## config.mk

```make
export PLATFORM = sky130hd
export DESIGN_NAME = hsv_core_commit
export DESIGN_NICKNAME = d
export VERILOG_FILES = /design/src/rtl/hsv_core_pkg.sv /design/src/rtl/hsv_core_commit_fifo.sv /design/src/rtl/hsv_core_commit.sv
export SDC_FILE = /design/constraint.sdc
export NUM_CORES = 1
export LEC_CHECK = 0
export ABC_AREA = 0
export BUFFER_PORTS_ARGS = -buffer_cell sky130_fd_sc_hd__buf_2
export CAP_MARGIN = 20
export CORE_ASPECT_RATIO = 0.6
export CORE_MARGIN = 3
export CORE_UTILIZATION = 49
export CTS_CLUSTER_DIAMETER = 50
export DETAILED_ROUTE_END_ITERATION = 12
export PLACE_DENSITY = 0.75
export SYNTH_ARGS = -nofsm -noshare
export SYNTH_HDL_FRONTEND = slang
export SYNTH_SLANG_ARGS = --single-unit
export TNS_END_PERCENT = 50
```

## constraint.sdc

```tcl
create_clock -name clk_core -period 4.8 [get_ports clk_core]
set_clock_uncertainty 0.1 [all_clocks]
set_input_delay 0.96 -clock clk_core [delete_from_list [all_inputs] [get_ports clk_core]]
set_output_delay 0.96 -clock clk_core [all_outputs]
set_load 0.02 [all_outputs]
```

## src/rtl/hsv_core_pkg.sv

```systemverilog
// Shared hsv_core types: execute->commit payload, register addresses and
// the commit queue entry.
package hsv_core_pkg;

  typedef logic [31:0] word;

  typedef struct packed {
    word pc;
    word result;
  } commit_data_t;

  typedef logic [4:0] reg_addr;

  typedef struct packed {
    commit_data_t data;
    reg_addr      rd;
    logic         rd_write;
  } commit_entry_t;

  localparam int unsigned COMMIT_DEPTH = 2;
  localparam logic [1:0]  COMMIT_FULL  = 2'd2;
  localparam reg_addr     REG_ZERO     = 5'd0;

  // x0 is hardwired to zero, so a write to it is never issued.
  function automatic logic writes_rf(input commit_entry_t entry);
    return entry.rd_write && (entry.rd != REG_ZERO);
  endfunction

endpackage

```

## src/rtl/hsv_core_commit_fifo.sv

```systemverilog
// Two-entry in-order queue of commit entries with push/pop/flush controls.
module hsv_core_commit_fifo
  import hsv_core_pkg::*;
(
  input  logic          clk,
  input  logic          rst,
  input  logic          flush,
  input  logic          push,
  input  commit_entry_t push_entry,
  input  logic          pop,
  output logic [1:0]    count,
  output commit_entry_t head
);

  commit_entry_t mem_r [COMMIT_DEPTH];
  logic          rd_ptr_r;
  logic          wr_ptr_r;
  logic [1:0]    count_r;

  // Entry storage; occupancy tracking makes stale slots harmless, so no reset.
  always_ff @(posedge clk) begin
    if (push) begin
      mem_r[wr_ptr_r] <= push_entry;
    end
  end

  // Pointers and occupancy; flush and reset both empty the queue.
  always_ff @(posedge clk) begin
    if (rst || flush) begin
      rd_ptr_r <= 1'b0;
      wr_ptr_r <= 1'b0;
      count_r  <= 2'd0;
    end else begin
      if (push) begin
        wr_ptr_r <= ~wr_ptr_r;
      end
      if (pop) begin
        rd_ptr_r <= ~rd_ptr_r;
      end
      case ({push, pop})
        2'b10:   count_r <= count_r + 2'd1;
        2'b01:   count_r <= count_r - 2'd1;
        default: count_r <= count_r;
      endcase
    end
  end

  // Head and occupancy are straight views of the registered state.
  always_comb begin
    count = count_r;
    head  = mem_r[rd_ptr_r];
  end

endmodule

```

## src/rtl/hsv_core_commit.sv

```systemverilog
// Commit stage: buffers execute results and retires them in order, driving
// the register-file write port, retired pc and the instret counter.
module hsv_core_commit
  import hsv_core_pkg::*;
#(
  parameter int unsigned INSTRET_WIDTH = 64
) (
  input  logic                     clk_core,
  input  logic                     rst_core,
  input  logic                     flush,
  input  logic                     stall,
  input  logic                     in_valid,
  output logic                     in_ready,
  input  commit_data_t             in_data,
  input  logic [4:0]               in_rd,
  input  logic                     in_rd_write,
  output logic                     rf_wr_en,
  output logic [4:0]               rf_wr_addr,
  output logic [31:0]              rf_wr_data,
  output logic                     retire_valid,
  output logic [31:0]              retire_pc,
  output logic [INSTRET_WIDTH-1:0] instret
);

  logic [1:0]    count_s;
  commit_entry_t head_s;
  commit_entry_t push_entry_s;
  logic          push_s;
  logic          pop_s;

  // Handshake and retire decisions; no bypass at full, flush beats everything.
  always_comb begin
    in_ready              = (count_s != COMMIT_FULL) && !flush && !rst_core;
    push_s                = in_valid && in_ready;
    pop_s                 = (count_s != 2'd0) && !stall && !flush;
    push_entry_s.data     = in_data;
    push_entry_s.rd       = in_rd;
    push_entry_s.rd_write = in_rd_write;
  end

  hsv_core_commit_fifo u_fifo (
    .clk        (clk_core),
    .rst        (rst_core),
    .flush      (flush),
    .push       (push_s),
    .push_entry (push_entry_s),
    .pop        (pop_s),
    .count      (count_s),
    .head       (head_s)
  );

  // Retire output registers; address, data and pc hold between retires.
  always_ff @(posedge clk_core) begin
    if (rst_core) begin
      retire_valid <= 1'b0;
      retire_pc    <= 32'd0;
      rf_wr_en     <= 1'b0;
      rf_wr_addr   <= 5'd0;
      rf_wr_data   <= 32'd0;
      instret      <= '0;
    end else if (pop_s) begin
      retire_valid <= 1'b1;
      retire_pc    <= head_s.data.pc;
      rf_wr_en     <= writes_rf(head_s);
      rf_wr_addr   <= head_s.rd;
      rf_wr_data   <= head_s.data.result;
      instret      <= instret + INSTRET_WIDTH'(1'b1);
    end else begin
      retire_valid <= 1'b0;
      rf_wr_en     <= 1'b0;
    end
  end

endmodule

```

[Yosys cells after proc, flatten, opt, wreduce, memory -nomap -nowiden]
Memory sizes are Yosys's and may differ from the RTL's. A register that Yosys moved wholly into a read port is not among the register bits.
Cells that the tools add are included.
Operators by class
  add/sub/neg operators: 3
  multiplexer cells: 6
  bitwise operators: 3
  equal/unequal tests: 3
  reductions and logical operators: 14
Operators by type and width (number)
  adder 64 x 1 -> 64 bit, second input constant: 1
  logical AND 1 bit: 6
  2-to-1 mux 1 bit: 5
  nonzero test 5 bit: 1
  one-hot mux 2 bit (2 select lines): 1
  nonzero test 2 bit: 2
  logical NOT 1 bit: 3
  NOT 1 bit: 3
  adder 2 x 1 -> 2 bit, second input constant: 1
  == test 2 x 1 -> 1 bit, second input constant: 1
  == test 2 bit, second input constant: 1
  != test 2 bit, second input constant: 1
  OR reduction 2 bit: 1
  subtractor 2 x 1 -> 2 bit, second input constant: 1
  logical OR 1 bit: 1
Word-level totals
  output and inout bits: 136
  memories: 1
  input port bits: 75
  logic and storage cells: 39
  RAM bits: 140
  register bits: 139
Memory list
  u_fifo.mem_r: depth 2, width 70, read ports 1, clocked after memory_dff 1, write ports 1, RTL line hsv_core_commit_fifo.sv:15  | commit_entry_t mem_r [COMMIT_DEPTH];

[Logic depth before layout (Yosys ltp)]
Gate-level depths: netlist (run 1).
  depth in word-level cells: 6
  mapped depth: 11
  gate-level depth less buffers: 8

[Cells and area by module]
Synthesis (run 1) repeated with hierarchy kept, for this count alone.
Unflattened totals
  cells, all modules: 927
  area, all modules: 10882.9 µm²
Modules (own cells, without submodules)
  hsv_core_commit: instances 1, cells each 689, area an instance 5651.7 µm², seq. area each 2702.6 µm²
  hsv_core_commit_fifo: instances 1, cells each 238, area an instance 5231.3 µm², seq. area each 4304.1 µm²

[Least setup slack after synthesis (run 1)]
Ideal clock, no wire load.
  path kind: input -> register
  start: in flush
  end: mem u_fifo.mem_r[0][0] (netlist bit) (enable)
  required time: 4.201 ns
  arrival: 4.979 ns
  library setup time: 0.499 ns
  cell stages on the path: 4
  path buffers: 1
  slack: -0.778 ns
  cell sequence: clkbuf_1 a211oi_1 nand2_1 nor2_1
Between the ends
  longest elaborated chain between the ends: 6
RTL lines
  from (decl): RTL line hsv_core_commit.sv:10  | input logic flush,
  logical NOT 1 bit: RTL line hsv_core_commit.sv:33  | in_ready = (count_s != COMMIT_FULL) && !flush && !rst_core;
  logical AND 1 bit (2 in a row): RTL line hsv_core_commit.sv:33
  named net in_ready: RTL line hsv_core_commit.sv:13  | output logic in_ready,
  logical AND 1 bit: RTL line hsv_core_commit.sv:34  | push_s = in_valid && in_ready;
  2-to-1 mux 1 bit: RTL line hsv_core_commit_fifo.sv:22  | if (push) begin
  2-to-1 mux 1 bit (not written as such): RTL line hsv_core_commit_fifo.sv:23  | mem_r[wr_ptr_r] <= push_entry;
  to (decl): RTL line hsv_core_commit_fifo.sv:15
The timed path passes the listed nets, and every way through them passes these cells.

[Final worst setup path (run 1)]
  start: in rst_core
  end: out in_ready
Between the ends
  longest elaborated chain between the ends: 2
RTL lines
  from (decl): RTL line hsv_core_commit.sv:9  | input logic rst_core,
  logical NOT 1 bit: RTL line hsv_core_commit.sv:33
  logical AND 1 bit: RTL line hsv_core_commit.sv:33
  to (decl): RTL line hsv_core_commit.sv:13
No other way between the ends.

==> results by group, run 1 <==
Status
  • Outcome: complete, no violations

Route
  • Post-detailed-route count of antenna-violating nets: 0
  • Wire per inst: ~17 µm
  • Via density: 5.412
  • Drt first pass iters: 5
  • Remaining design rule violation count: 0
  • Final wirelength: 23,160 µm
  • Initial DRC count: about 550
  • Routed vias: ~7,300

CTS
  • # hold bufs at CTS: 0
  • Count of instances resized after the clock tree is built: 0
  • Clk Latency, worst-skew pair: 510 ps
  • Cts bufs inserted: 25
  • Maximum clock insertion buffer count: 3
  • Setup Fix Bufs, Post-CTS: 0
  • Clk root buf: sky130_fd_sc_hd__clkbuf_16
  • CTS tree: built
  • Clock transition at the registers of the reported paths: around 70 ps
  • Clock tree sinks: 280
  • Number of levels the H-tree was split into: 1

Die
  • Die area: between 20,000 and 25,000 µm²
  • Site Rows: 40
  • Core Area: roughly 21,000 µm²
  • Count of pins on the block boundary: approximately 210
  • Die height: about 120 µm
  • Initial Utilization: 0.5127
  • Die span in x: between 150 and 200 µm

Yosys
  • Register area share after synthesis: 0.6660
  • Post-synthesis cell type count: 39
  • Post-synthesis share of cell area spent on full adders, half adders and majority gates: 0.002379
  • Share of the synthesized area in the top cell type: 0.3996
  • Post-synth top flop: sky130_fd_sc_hd__edfxtp_1
  • Synthesized-area fraction occupied by ao, oa, aoi and oai cells: 0.09146
  • Mean instance size in the synthesized netlist: 12.33 µm²
  • Post-synth EDFFs: 140
  • Leading post-synthesis cells by cell area: sky130_fd_sc_hd__edfxtp_1 40%, sky130_fd_sc_hd__dfxtp_1 27%, sky130_fd_sc_hd__mux2i_1 6.6%
  • Number of synthesized register bits: 280
  • Main combinational cell family by area after synthesis: simple AND/OR/NAND/NOR gates
  • Number of warnings printed during yosys synthesis: 0
  • Proportion of synthesized area in mux cells: 0.06886
  • Post-synthesis instance total: about 850
  • Largest area contributor in the synthesized netlist: sky130_fd_sc_hd__edfxtp_1
  • Post-synth design cell area: ~11,000 µm²
  • Share of flip-flops with an asynchronous set or reset after synthesis: 0
  • Synth Area in Simple Gates: 0.1267
  • Xor and xnor fraction of the mapped netlist area: 0.02331
  • Synthesized netlist net count: slightly above 900
  • Ranking of synthesized cells by instance count: 140 x sky130_fd_sc_hd__dfxtp_1, 140 x sky130_fd_sc_hd__edfxtp_1, 109 x sky130_fd_sc_hd__nor2_1, 70 x sky130_fd_sc_hd__a211oi_1, 69 x sky130_fd_sc_hd__mux2i_1

Finish
  • Multi-input gate area in the final layout: 3304 µm²
  • Ratio of cells with drive above 1 in the final layout: 0.2587
  • Final standard cell utilization of the core: 0.6161
  • Post-Layout Inst Area: around 13,000 µm²
  • Fill count: about 1,600
  • Sequential cell area in the final layout: around 7000 µm²
  • Nets: 1,127
  • Area growth from synthesis to layout: 20.17%

STA
  • Achievable frequency: 0.3162 GHz
  • Hold Violations, Final: 0
  • RSZ-0062 raised after global routing: no
  • Minimum period implied by the final worst setup slack: approximately 3200 ps
  • Worst slew margin relative to its limit: 0.2936
  • Final Max Slew Viols: 0
  • Least-Margin Pin Slew: approximately 1100 ps
  • Period utilization: 0.6588
  • Number of setup violations in the final report: 0

Critical path
  • Setup CP Type: in2out
  • WP data required: about 3700 ps
  • Endpoint class of the critical path: output port
  • Reg-to-reg startpoint: instret[17]$_SDFFE_PP0P_
  • Cell count of the worst reg-to-reg path: 5
  • Reg2reg end: instret[58]$_SDFFE_PP0P_
  • Maximum fanout along the worst path: just under 90
  • Setup slack of the most critical reg-to-reg path: 1870 ps
  • Crit-path slowest cell: sky130_fd_sc_hd__buf_4
  • Largest stage delay, worst path: between 700 and 800 ps
  • Series of cell instances along the critical path: buf_4 > a211oi_1 > buf_2
  • CP arrival: between 2000 and 2500 ps
  • Startpoint type of the worst setup path: input pin

Worst hold path
  • End of the worst hold path: instret[63]$_SDFFE_PP0P_
  • Hold WC Path Type: reg2reg
  • Hold wc startpoint: instret[63]$_SDFFE_PP0P_
  • Cell count of the worst hold path: 2

Power and ir drop
  • Clock power frac: 0.426
  • Relative contribution of combinational cells to total power: 0.027
  • Proportion of total power due to net switching: 0.1993
  • Internal Dissipation: about 0.0037 W
  • Seq pwr share: 0.548
  • Pwr Density: 367.8 nW/µm²
  • Leak Pwr: 4.527 nW
  • Net Sw Power: a little over 0.0009 W
  • Peak supply drop: between 0.0002 and 0.0003 V

Global route
  • Global-route wire length before repair: about 36,000 µm
  • GRT Residual Overflow: 0
  • Number of antenna violations at the first check in global routing: 5
  • Pin count of the biggest net entering global routing: 90
  • Via count of the first global-routing pass: 6,701
  • Global Route Usage Sum: 0.1931

Placed design
  • Post-place instance area: between 10,000 and 15,000 µm²
  • Weighted congestion reported at the end of routability-driven placement: roughly 0.8
  • Input/output buffers: 210
  • HPWL after DPL: around 15,000 µm

Flow run
  • Max-capacitance violation count: 0
-- metal layers --
| metal | part of all wire | vias up | routed length [µm] | global-route usage |
|---|---|---|---|---|
| li1 | - | 3563 | - | - |
| met1 | 0.48 | 3428 | 11170 | 0.2967 |
| met2 | 0.42 | 229 | 9840 | 0.2818 |
| met4 | 0.014 | 8 | 317 | 0.03382 |
| met5 | 0.0021 | - | 48 | 0 |
| met3 | 0.077 | 35 | 1787 | 0.04714 |
-- cell type report --
| type | count | share of cell area |
|---|---|---|
| diodes | 2 | 0.0003959 |
| clock buffers | 34 | 0.05612 |
| clock inverters | 10 | 0.008413 |
| inverters | 9 | 0.002870 |
| multi-input cells | 514 | 0.2614 |
| flip-flops and latches | 280 | 0.5545 |
| well taps | 273 | 0.02702 |
| repair buffers | 220 | 0.08927 |
-- power by group through the flow --
stage	combinational [W]	sequential (W)	clock (W)
after floorplan	0.0000540	0.00261	0
after global placement	0.000120	0.00260	0
after detailed placement	0.000124	0.00260	0
after CTS	0.000125	0.00255	0.00203
after global routing	0.000137	0.00255	0.00215
final	0.000124	0.00255	0.00198
-- worst max-delay path: cells and delay by family --
family / cells / cell delay [ps]
buf+inv: 2 / 990
compound gates: 1 / 120
-- cell families (layout without fill, tap and decap cells) --
family / Yosys count / count (layout)
flops: 280 / 280
xor+xnor: 28 / 28
simple gates: 263 / 263
fa+ha+maj: 2 / 2
mux: 72 / 72
other cells: 0 / 2
buf+inv: 59 / 273
compound gates: 149 / 149
-- worst max-delay path by stage --
stage                     startpoint                            to  slack (ps)
final                       rst_core                      in_ready        1640
after global routing        rst_core                      in_ready        1530
after CTS                   rst_core                      in_ready        1630
after detailed placement       stall   rf_wr_data[22]$_SDFFE_PP0P_        1580
after global placement      rst_core                      in_ready        1630
after floorplan                flush  u_fifo.mem_r[0][0]$_DFFE_PP_        -780
-- metrics by stage --
step                hold slack [ps]  TNS (ps)  setup WS [ps]  power [W]  instances
floorplan                     420.0   -108940         -778.2   0.002662        853
global placement              361.1         0           1633   0.002719       1296
detailed placement            374.8         0           1585   0.002724       1296
CTS                           383.9         0           1632   0.004699       1340
global route                  412.9         0           1531   0.004834       1341
finish                        376.6         0           1638   0.004650       1342
-- state kept, by name, summed over array words and instances, names as in the netlist, named ones only --
| signal | count |
|---|---|
| u_fifo.count | 2 |
| instret | 64 |
| u_fifo.wr_ptr_r | 1 |
| retire_pc | 32 |
| u_fifo.mem_r | 140 |
| rf_wr_addr | 5 |
| u_fifo.rd_ptr_r | 1 |
| rf_wr_en | 1 |
| rf_wr_data | 32 |
| retire_valid | 1 |
-- cell usage in the layout (no fill, tap or decap), types with 5 or more instances in the layout --
cell,netlist,layout
sky130_fd_sc_hd__a211oi_1,70,70
sky130_fd_sc_hd__a21oi_1,38,38
sky130_fd_sc_hd__and2_1,5,5
sky130_fd_sc_hd__and3_1,5,5
sky130_fd_sc_hd__buf_2,2,209
sky130_fd_sc_hd__buf_4,0,11
sky130_fd_sc_hd__clkbuf_16,0,25
sky130_fd_sc_hd__clkbuf_8,0,5
sky130_fd_sc_hd__clkinv_2,0,5
sky130_fd_sc_hd__dfxtp_1,140,139
sky130_fd_sc_hd__edfxtp_1,140,140
sky130_fd_sc_hd__inv_1,8,8
sky130_fd_sc_hd__mux2i_1,69,69
sky130_fd_sc_hd__nand2_1,34,34
sky130_fd_sc_hd__nand3_1,21,21
sky130_fd_sc_hd__nand4_1,21,21
sky130_fd_sc_hd__nor2_1,109,107
sky130_fd_sc_hd__nor3_1,9,9
sky130_fd_sc_hd__o21ai_0,26,26
sky130_fd_sc_hd__o31ai_1,10,10
sky130_fd_sc_hd__or3_1,24,24
sky130_fd_sc_hd__or4_1,12,12
sky130_fd_sc_hd__xnor2_1,11,11
sky130_fd_sc_hd__xor2_1,17,17
Power figures use the tool's default switching activity.
==> inputs of run 2 (changes only) <==
Settings changed: ABC_AREA 0 to 1, CORE_UTILIZATION 49 to 50, PLACE_DENSITY 0.75 to 0.76.
Clock period 4.8 ns to 2.6 ns, I/O delays scaled along.
==> results by group, run 2 <==
Critical path
  • Critical Path Source: u_fifo.count[1]$_SDFFE_PP0P_
  • Reg2reg end: instret[6]$_SDFFE_PP0P_
  • Maximum fanout along the worst path: 37 (-58%)
  • Reg-to-reg startpoint: u_fifo.count[1]$_SDFFE_PP0P_
  • CP arrival: 2570 ps (+470 ps)
  • WP data required: 2910 ps (-830 ps)
  • Setup CP Type: reg2reg
  • Setup slack of the most critical reg-to-reg path: 340 ps (-1530 ps)
  • Capturing element of the worst setup path: instret[6]$_SDFFE_PP0P_
  • Endpoint class of the critical path: flip-flop
  • Startpoint type of the worst setup path: flip-flop
  • Cell count of the worst reg-to-reg path: 9 (+4)

Die
  • Count of pins on the block boundary: 211 (unchanged)
  • Site Rows: 41 (+2.5%)
  • Initial Utilization: 0.5197 (+0.007039)
  • Core Area: 21,440 µm² (+4.5%)
  • Die span in x: 198.7 µm (+1.8%)
  • Die height: 121.6 µm (+1.8%)
  • Die area: 24,180 µm² (+3.7%)

Yosys
  • Post-synth EDFFs: 140 (unchanged)
  • Synthesized-area fraction occupied by ao, oa, aoi and oai cells: 0.1019 (+0.01048)
  • Main combinational cell family by area after synthesis: simple AND/OR/NAND/NOR gates
  • Largest area contributor in the synthesized netlist: sky130_fd_sc_hd__edfxtp_1
  • Proportion of synthesized area in mux cells: 0.003593 (-0.06527)
  • Register area share after synthesis: 0.6287 (-0.03731)
  • Ranking of synthesized cells by instance count: 291 x sky130_fd_sc_hd__nand2_1, 140 x sky130_fd_sc_hd__dfxtp_1, 140 x sky130_fd_sc_hd__edfxtp_1, 138 x sky130_fd_sc_hd__nor2_1, 87 x sky130_fd_sc_hd__o21ai_0
  • Xor and xnor fraction of the mapped netlist area: 0.003929 (-0.01938)
  • Leading post-synthesis cells by cell area: sky130_fd_sc_hd__edfxtp_1 38%, sky130_fd_sc_hd__dfxtp_1 25%, sky130_fd_sc_hd__nand2_1 9.8%
  • Synthesized netlist net count: 1,258 (+35%)
  • Post-synth design cell area: 11,140 µm² (+5.9%)
  • Share of the synthesized area in the top cell type: 0.3772 (-0.02239)
  • Post-synthesis cell type count: 36 (-7.7%)
  • Number of warnings printed during yosys synthesis: 0 (unchanged)
  • Post-synth top flop: sky130_fd_sc_hd__edfxtp_1
  • Number of synthesized register bits: 280 (unchanged)
  • Mean instance size in the synthesized netlist: 9.436 µm² (-23%)
  • Most repeated cell in the gate-level netlist after synthesis: sky130_fd_sc_hd__nand2_1
  • Share of flip-flops with an asynchronous set or reset after synthesis: 0 (unchanged)
  • Post-synthesis instance total: 1,181 (+38%)
  • Post-synthesis share of cell area spent on full adders, half adders and majority gates: 0.002245 (-0.0001333)
  • Synth Area in Simple Gates: 0.2148 (+0.08811)

CTS
  • Count of instances resized after the clock tree is built: 0 (unchanged)
  • Number of levels the H-tree was split into: 1 (unchanged)
  • # hold bufs at CTS: 0 (unchanged)
  • Maximum clock insertion buffer count: 3 (unchanged)
  • Clk Latency, worst-skew pair: 520 ps (about the same)
  • Cts bufs inserted: 27 (+8.0%)
  • Setup Fix Bufs, Post-CTS: 0 (unchanged)
  • Clock transition at the registers of the reported paths: 60 ps (about the same)
  • CTS tree: built
  • Clock tree sinks: 280 (unchanged)
  • Clk root buf: sky130_fd_sc_hd__clkbuf_16

Flow run
  • Max-capacitance violation count: 0 (unchanged)

Finish
  • Number of flip-flops in the largest register: 140 (unchanged)
  • Leading cell types in the layout, fill and taps excluded: 290 x sky130_fd_sc_hd__nand2_1, 210 x sky130_fd_sc_hd__buf_2, 140 x sky130_fd_sc_hd__edfxtp_1, 139 x sky130_fd_sc_hd__dfxtp_1, 135 x sky130_fd_sc_hd__nor2_1
  • Final standard cell utilization of the core: 0.6251 (+0.009004)
  • Most common cell after layout, fill and taps aside: sky130_fd_sc_hd__nand2_1
  • Nets: 1,463 (+30%)
  • Largest registers: u_fifo.mem_r x140, instret x64
  • Ratio of cells with drive above 1 in the final layout: 0.2214 (-0.03732)
  • Post-Layout Inst Area: 13,400 µm² (+6.0%)
  • Top register by number of flip-flops: u_fifo.mem_r
  • Area growth from synthesis to layout: 20.28% (about the same)

STA
  • Final Worst Setup Slack: 339.1 ps (-1298 ps)
  • Final hold slack: 89.93 ps (-286.7 ps)
  • Final Max Slew Viols: 0 (unchanged)
  • Achievable frequency: around 0.44 GHz
  • Worst slew margin relative to its limit: 0.6269 (+0.3332)
  • Minimum period implied by the final worst setup slack: about 2300 ps
  • Least-Margin Pin Slew: 559.7 ps (-499.8 ps)
  • Hold Violations, Final: 0 (unchanged)
  • Number of setup violations in the final report: 0 (unchanged)
  • Period utilization: 0.8696
  • RSZ-0062 raised after global routing: no

Power and ir drop
  • Leak Pwr: 5.298 nW (+17%)
  • Peak supply drop: 0.0004395 V (+54%)
  • Pwr Density: 656.7 nW/µm² (+79%)

Global route
  • Global-route wire length before repair: 44,970 µm (+23%)
  • Global Route Usage Sum: 0.2378 (+0.04469)
  • Via count of the first global-routing pass: 8,060 (+20%)
  • Pin count of the biggest net entering global routing: 107 (+19%)
  • GRT Residual Overflow: 0 (unchanged)
  • Number of antenna violations at the first check in global routing: 3 (-2)

Route
  • Routed vias: 9,075 (+25%)
  • Post-detailed-route count of antenna-violating nets: 0 (unchanged)
  • Drt first pass iters: 5 (unchanged)
  • Remaining design rule violation count: 0 (unchanged)
  • Final wirelength: 29,560 µm (+28%)
  • Initial DRC count: 854 (+55%)
  • Via density: 5.386 (-0.49%)
  • Wire per inst: 17.54 µm (+1.6%)

Placed design
  • HPWL after DPL: 20,630 µm (+35%)
  • Weighted congestion reported at the end of routability-driven placement: 0.9465 (+20%)
  • Post-place instance area: 12,530 µm² (+6.0%)
  • Input/output buffers: 210 (unchanged)
  • Worst Setup Slack post-DPL: 216.7 ps (-1368 ps)

Worst hold path
  • Hold WC Path Type: in2reg

Status
  • Outcome: complete, no violations
==> run 2: cell types whose count changed after synthesis, moves of 21 or more <==
cell | before | now
sky130_fd_sc_hd__clkbuf_1 | 47 | 26
sky130_fd_sc_hd__o21ai_0 | 26 | 87
sky130_fd_sc_hd__inv_1 | 8 | 77
sky130_fd_sc_hd__nand2_1 | 34 | 291
sky130_fd_sc_hd__a211oi_1 | 70 | 0
sky130_fd_sc_hd__or3_1 | 24 | 0
sky130_fd_sc_hd__nand3_1 | 21 | 59
sky130_fd_sc_hd__nor2_1 | 109 | 138
sky130_fd_sc_hd__mux2i_1 | 69 | 4
sky130_fd_sc_hd__a31oi_1 | 0 | 64
==> run 2: final cells by class <==
type                       instances  area, µm²
multi-input combinational        776       3680
inverter                          79      299.0
tap                              279      349.1
timing repair buffer             222       1191
sequential                       280       7008
antenna                            1      2.502
clock buffer                      38      767.0
fill                            1800       8039
clock inverter                    10      107.6
==> run 2: logic make-up (layout without fill, tap and decap cells) <==
family,after synthesis,after routing
adders and majority gates,2,2
DFF,280,280
AOI/OAI and AO/OA,207,207
other,0,1
xor gates and xnor gates,5,5
and+or+nand+nor,558,558
muxes,4,4
buffers and inverters,125,349
==> run 2: worst max-delay path, cell delays in order, from the launching register on <==
cell and delay (ps):
sky130_fd_sc_hd__dfxtp_1 440, sky130_fd_sc_hd__inv_1 80, sky130_fd_sc_hd__nand2_2 90, sky130_fd_sc_hd__nand3_4 250, sky130_fd_sc_hd__inv_4 280, sky130_fd_sc_hd__buf_4 370, sky130_fd_sc_hd__nand2_1 160, sky130_fd_sc_hd__nor2_1 160
sky130_fd_sc_hd__a21oi_1 80, sky130_fd_sc_hd__o21a_1 110
==> run 2: how the worst min path moves through the flow <==
stage | start | end | slack [ps] | depth (start not counted)
floorplan | u_fifo.rd_ptr_r$_SDFFE_PP0P_ | flip-flop | 350 | 2
global placement | u_fifo.rd_ptr_r$_SDFFE_PP0P_ | flip-flop | 350 | 2
detailed placement | u_fifo.rd_ptr_r$_SDFFE_PP0P_ | flip-flop | 370 | 2
CTS | in_data[52] | u_fifo.mem_r[1][58]$_DFFE_PP_ | 60 | 1
global route | in_data[49] | u_fifo.mem_r[0][55]$_DFFE_PP_ | 70 | 1
finish | in_data[52] | u_fifo.mem_r[1][58]$_DFFE_PP_ | 90 | 1
==> run 2: through the flow <==
step | instances | total power, W | TNS (ps)
after floorplan | 1181 | 0.004919 | -15930
after global placement | 1636 | 0.005038 | 0
after detailed placement | 1636 | 0.005048 | 0
after CTS | 1684 | 0.008880 | 0
after global routing | 1684 | 0.009098 | 0
final | 1685 | 0.008802 | 0
==> run 2: metal layers <==
layer,global-route usage,share of wire,vias up
li1,-,-,4409
met1,0.3758,0.47,4210
met2,0.3265,0.40,411
met3,0.06661,0.11,41
met4,0.04518,0.016,4
met5,0,0.00071,-
==> run 2: report_power, final <==
part | leakage [nW] | total (W) | switching (W) | internal (W)
clock | 0.430 | 0.00385 | 0.00160 | 0.00225
sequential | 2.40 | 0.00470 | 0.0000175 | 0.00469
combinational | 2.47 | 0.000250 | 0.000162 | 0.0000879
==> inputs of run 3 (changes only) <==
Settings changed: ABC_AREA 1 to default, CORE_UTILIZATION 50 to 51, CTS_BUF_LIST from default to sky130_fd_sc_hd__clkbuf_8, PLACE_DENSITY 0.76 to 0.78.
==> results by group, run 3 (synthesis gave the netlist of run 1 again) <==
Worst hold path
  • Cell count of the worst hold path: 1 (unchanged)
  • End of the worst hold path: u_fifo.mem_r[1][56]$_DFFE_PP_
  • Hold wc startpoint: in_data[50]
  • Hold WC Path Type: in2reg

Global route
  • Via count of the first global-routing pass: 6,920 (-14%)
  • Pin count of the biggest net entering global routing: 146 (+36%)
  • Global Route Usage Sum: 0.2007 (-0.03713)
  • Met1 track demand over resource in global routing: 0.2872 (-0.08860)
  • Most congested layer reported by global routing: met2
  • Number of antenna violations at the first check in global routing: 4 (+1)
  • Global-route track usage on met3: 0.05774 (-0.008873)
  • Global-route wire length before repair: 35,610 µm (-21%)
  • GRT Residual Overflow: 0 (unchanged)
  • Met2 track demand over resource in global routing: 0.3027 (-0.02379)

Critical path
  • WP data required: 2940 ps (+30 ps)
  • Reg2reg end: instret[56]$_SDFFE_PP0P_
  • Reg-to-reg startpoint: instret[17]$_SDFFE_PP0P_
  • Cell count of the worst reg-to-reg path: 6 (-3)
  • Startpoint type of the worst setup path: flip-flop
  • Setup CP Type: reg2reg
  • CP arrival: 2740 ps (+170 ps)
  • Endpoint class of the critical path: flip-flop
  • Maximum fanout along the worst path: 18 (-51%)
  • Setup slack of the most critical reg-to-reg path: 200 ps (-140 ps)

Die
  • Core Area: 20,120 µm² (-6.2%)
  • Site Rows: 40 (-2.4%)
  • Die span in x: 191.4 µm (-3.7%)
  • Die area: 22,440 µm² (-7.2%)
  • Count of pins on the block boundary: 211 (unchanged)
  • Die height: 117.3 µm (-3.6%)
  • Initial Utilization: 0.5229 (+0.003163)

Finish
  • Largest registers: u_fifo.mem_r x140, instret x64
  • Area growth from synthesis to layout: 22.57%
  • Most common cell after layout, fill and taps aside: sky130_fd_sc_hd__buf_2
  • Leading cell types in the layout, fill and taps excluded: 209 x sky130_fd_sc_hd__buf_2, 140 x sky130_fd_sc_hd__edfxtp_1, 139 x sky130_fd_sc_hd__dfxtp_1, 107 x sky130_fd_sc_hd__nor2_1
  • Nets: 1,161 (-21%)
  • Post-Layout Inst Area: 12,890 µm² (-3.8%)
  • Top register by number of flip-flops: u_fifo.mem_r
  • Count of inserted antenna diode cells: 0 (-1)
  • Ratio of cells with drive above 1 in the final layout: 0.2810 (+0.05962)
  • Number of flip-flops in the largest register: 140 (unchanged)
  • Post-Layout Cell Count: 1,387 (-18%)
  • Fill count: 1,563 (-13%)

Status
  • Outcome: complete, no violations

Route
  • Initial DRC count: 458 (-46%)
  • Drt first pass iters: 5 (unchanged)
  • Final wirelength: 23,370 µm (-21%)
  • Via density: 5.334 (-0.96%)
  • Remaining design rule violation count: 0 (unchanged)
  • Routed vias: 7,398 (-18%)
  • Post-detailed-route count of antenna-violating nets: 0 (unchanged)
  • Wire per inst: 16.85 µm (-3.9%)

CTS
  • Setup Fix Bufs, Post-CTS: 0 (unchanged)
  • Clock tree sinks: 280 (unchanged)
  • Maximum clock insertion buffer count: 3 (unchanged)
  • Number of levels the H-tree was split into: 2 (+1)
  • Count of instances resized after the clock tree is built: 0 (unchanged)
  • Cts bufs inserted: 40 (+48%)
  • Clk root buf: sky130_fd_sc_hd__clkbuf_8
  • Clock transition at the registers of the reported paths: 70 ps (about the same)
  • CTS tree: built
  • # hold bufs at CTS: 0 (unchanged)
  • Clk Latency, worst-skew pair: 520 ps (about the same)

STA
  • Final hold slack: 80.63 ps (-9.300 ps)
  • Achievable frequency: 0.4172 GHz (-5.7%)
  • Number of setup violations in the final report: 0 (unchanged)
  • RSZ-0062 raised after global routing: no
  • Worst slew margin relative to its limit: 0.5451 (-0.08179)
  • Final Max Slew Viols: 0 (unchanged)
  • Least-Margin Pin Slew: 682.4 ps (+122.7 ps)
  • Period utilization: 0.9218 (+0.05228)
  • Hold Violations, Final: 0 (unchanged)
  • Minimum period implied by the final worst setup slack: 2397 ps (+135.9 ps)

Placed design
  • Post-placement cell count: 1,315 (-20%)
  • HPWL after DPL: 15,690 µm (-24%)
  • Weighted congestion reported at the end of routability-driven placement: 0.7835 (-17%)
  • Input/output buffers: 210 (unchanged)
  • Post-place instance area: 12,080 µm² (-3.6%)

Power and ir drop
  • Pwr Density: 652.8 nW/µm² (-0.60%)
  • Leak Pwr: 4.707 nW (-11%)
  • Overall power of the completed layout: 0.008417 W (-4.4%)
  • Peak supply drop: 0.0004906 V (+12%)

Flow run
  • Max-capacitance violation count: 0 (unchanged)
==> run 3: where the power goes <==
group	switching, W	internal, W	leakage (nW)
sequential	0.0000183	0.00468	2.40
combinational	0.000147	0.0000897	1.84
clock	0.00160	0.00188	0.462
total	0.00176	0.00665	4.71
==> run 3: cell type report <==
type,count,area (µm²),area share
timing repair buffer,239,1371,0.1063
sequential,280,7010,0.5437
clock inverter,24,155.1,0.01203
multi-input combinational,514,3319,0.2574
inverter,9,36.28,0.002814
tap,273,341.6,0.02649
clock buffer,48,660.6,0.05123
==> run 3: metrics by stage <==
step	setup WS (ps)	utilization	setup TNS (ps)
3_3_place_gp	303.3	0.6004	0
2_1_floorplan	-139.4	-	-17970
4_1_cts	228.0	0.6409	0
6_report	203.2	0.6409	0
5_1_grt	75.40	0.6409	0
3_5_place_dp	243.4	0.6004	0
==> run 3: metal layers <==
metal  vias to the layer above  share of wire
li1                       3640              -
met3                        42          0.080
met4                         8          0.014
met1                      3489           0.47
met5                         -         0.0024
met2                       219           0.43
==> run 3: how the worst max path moves through the flow <==
stage | startpoint | endpoint | cells after the start
after detailed placement | instret[17]$_SDFFE_PP0P_ | instret[56]$_SDFFE_PP0P_ | 6
after global placement | stall | instret[20]$_SDFFE_PP0P_ | 7
after floorplan | flush | u_fifo.mem_r[1][0]$_DFFE_PP_ | 4
final | instret[17]$_SDFFE_PP0P_ | instret[56]$_SDFFE_PP0P_ | 6
after CTS | instret[17]$_SDFFE_PP0P_ | instret[56]$_SDFFE_PP0P_ | 6
after global routing | instret[3]$_SDFFE_PP0P_ | instret[47]$_SDFFE_PP0P_ | 6
==> run 3: critical path, cell delays in order (launching register included) <==
cell                      delay (ps)
sky130_fd_sc_hd__dfxtp_1         500
sky130_fd_sc_hd__nand4_2         220
sky130_fd_sc_hd__nor4_4          470
sky130_fd_sc_hd__nand4_2         130
sky130_fd_sc_hd__buf_4           230
sky130_fd_sc_hd__or4_1           510
sky130_fd_sc_hd__a21oi_1         160
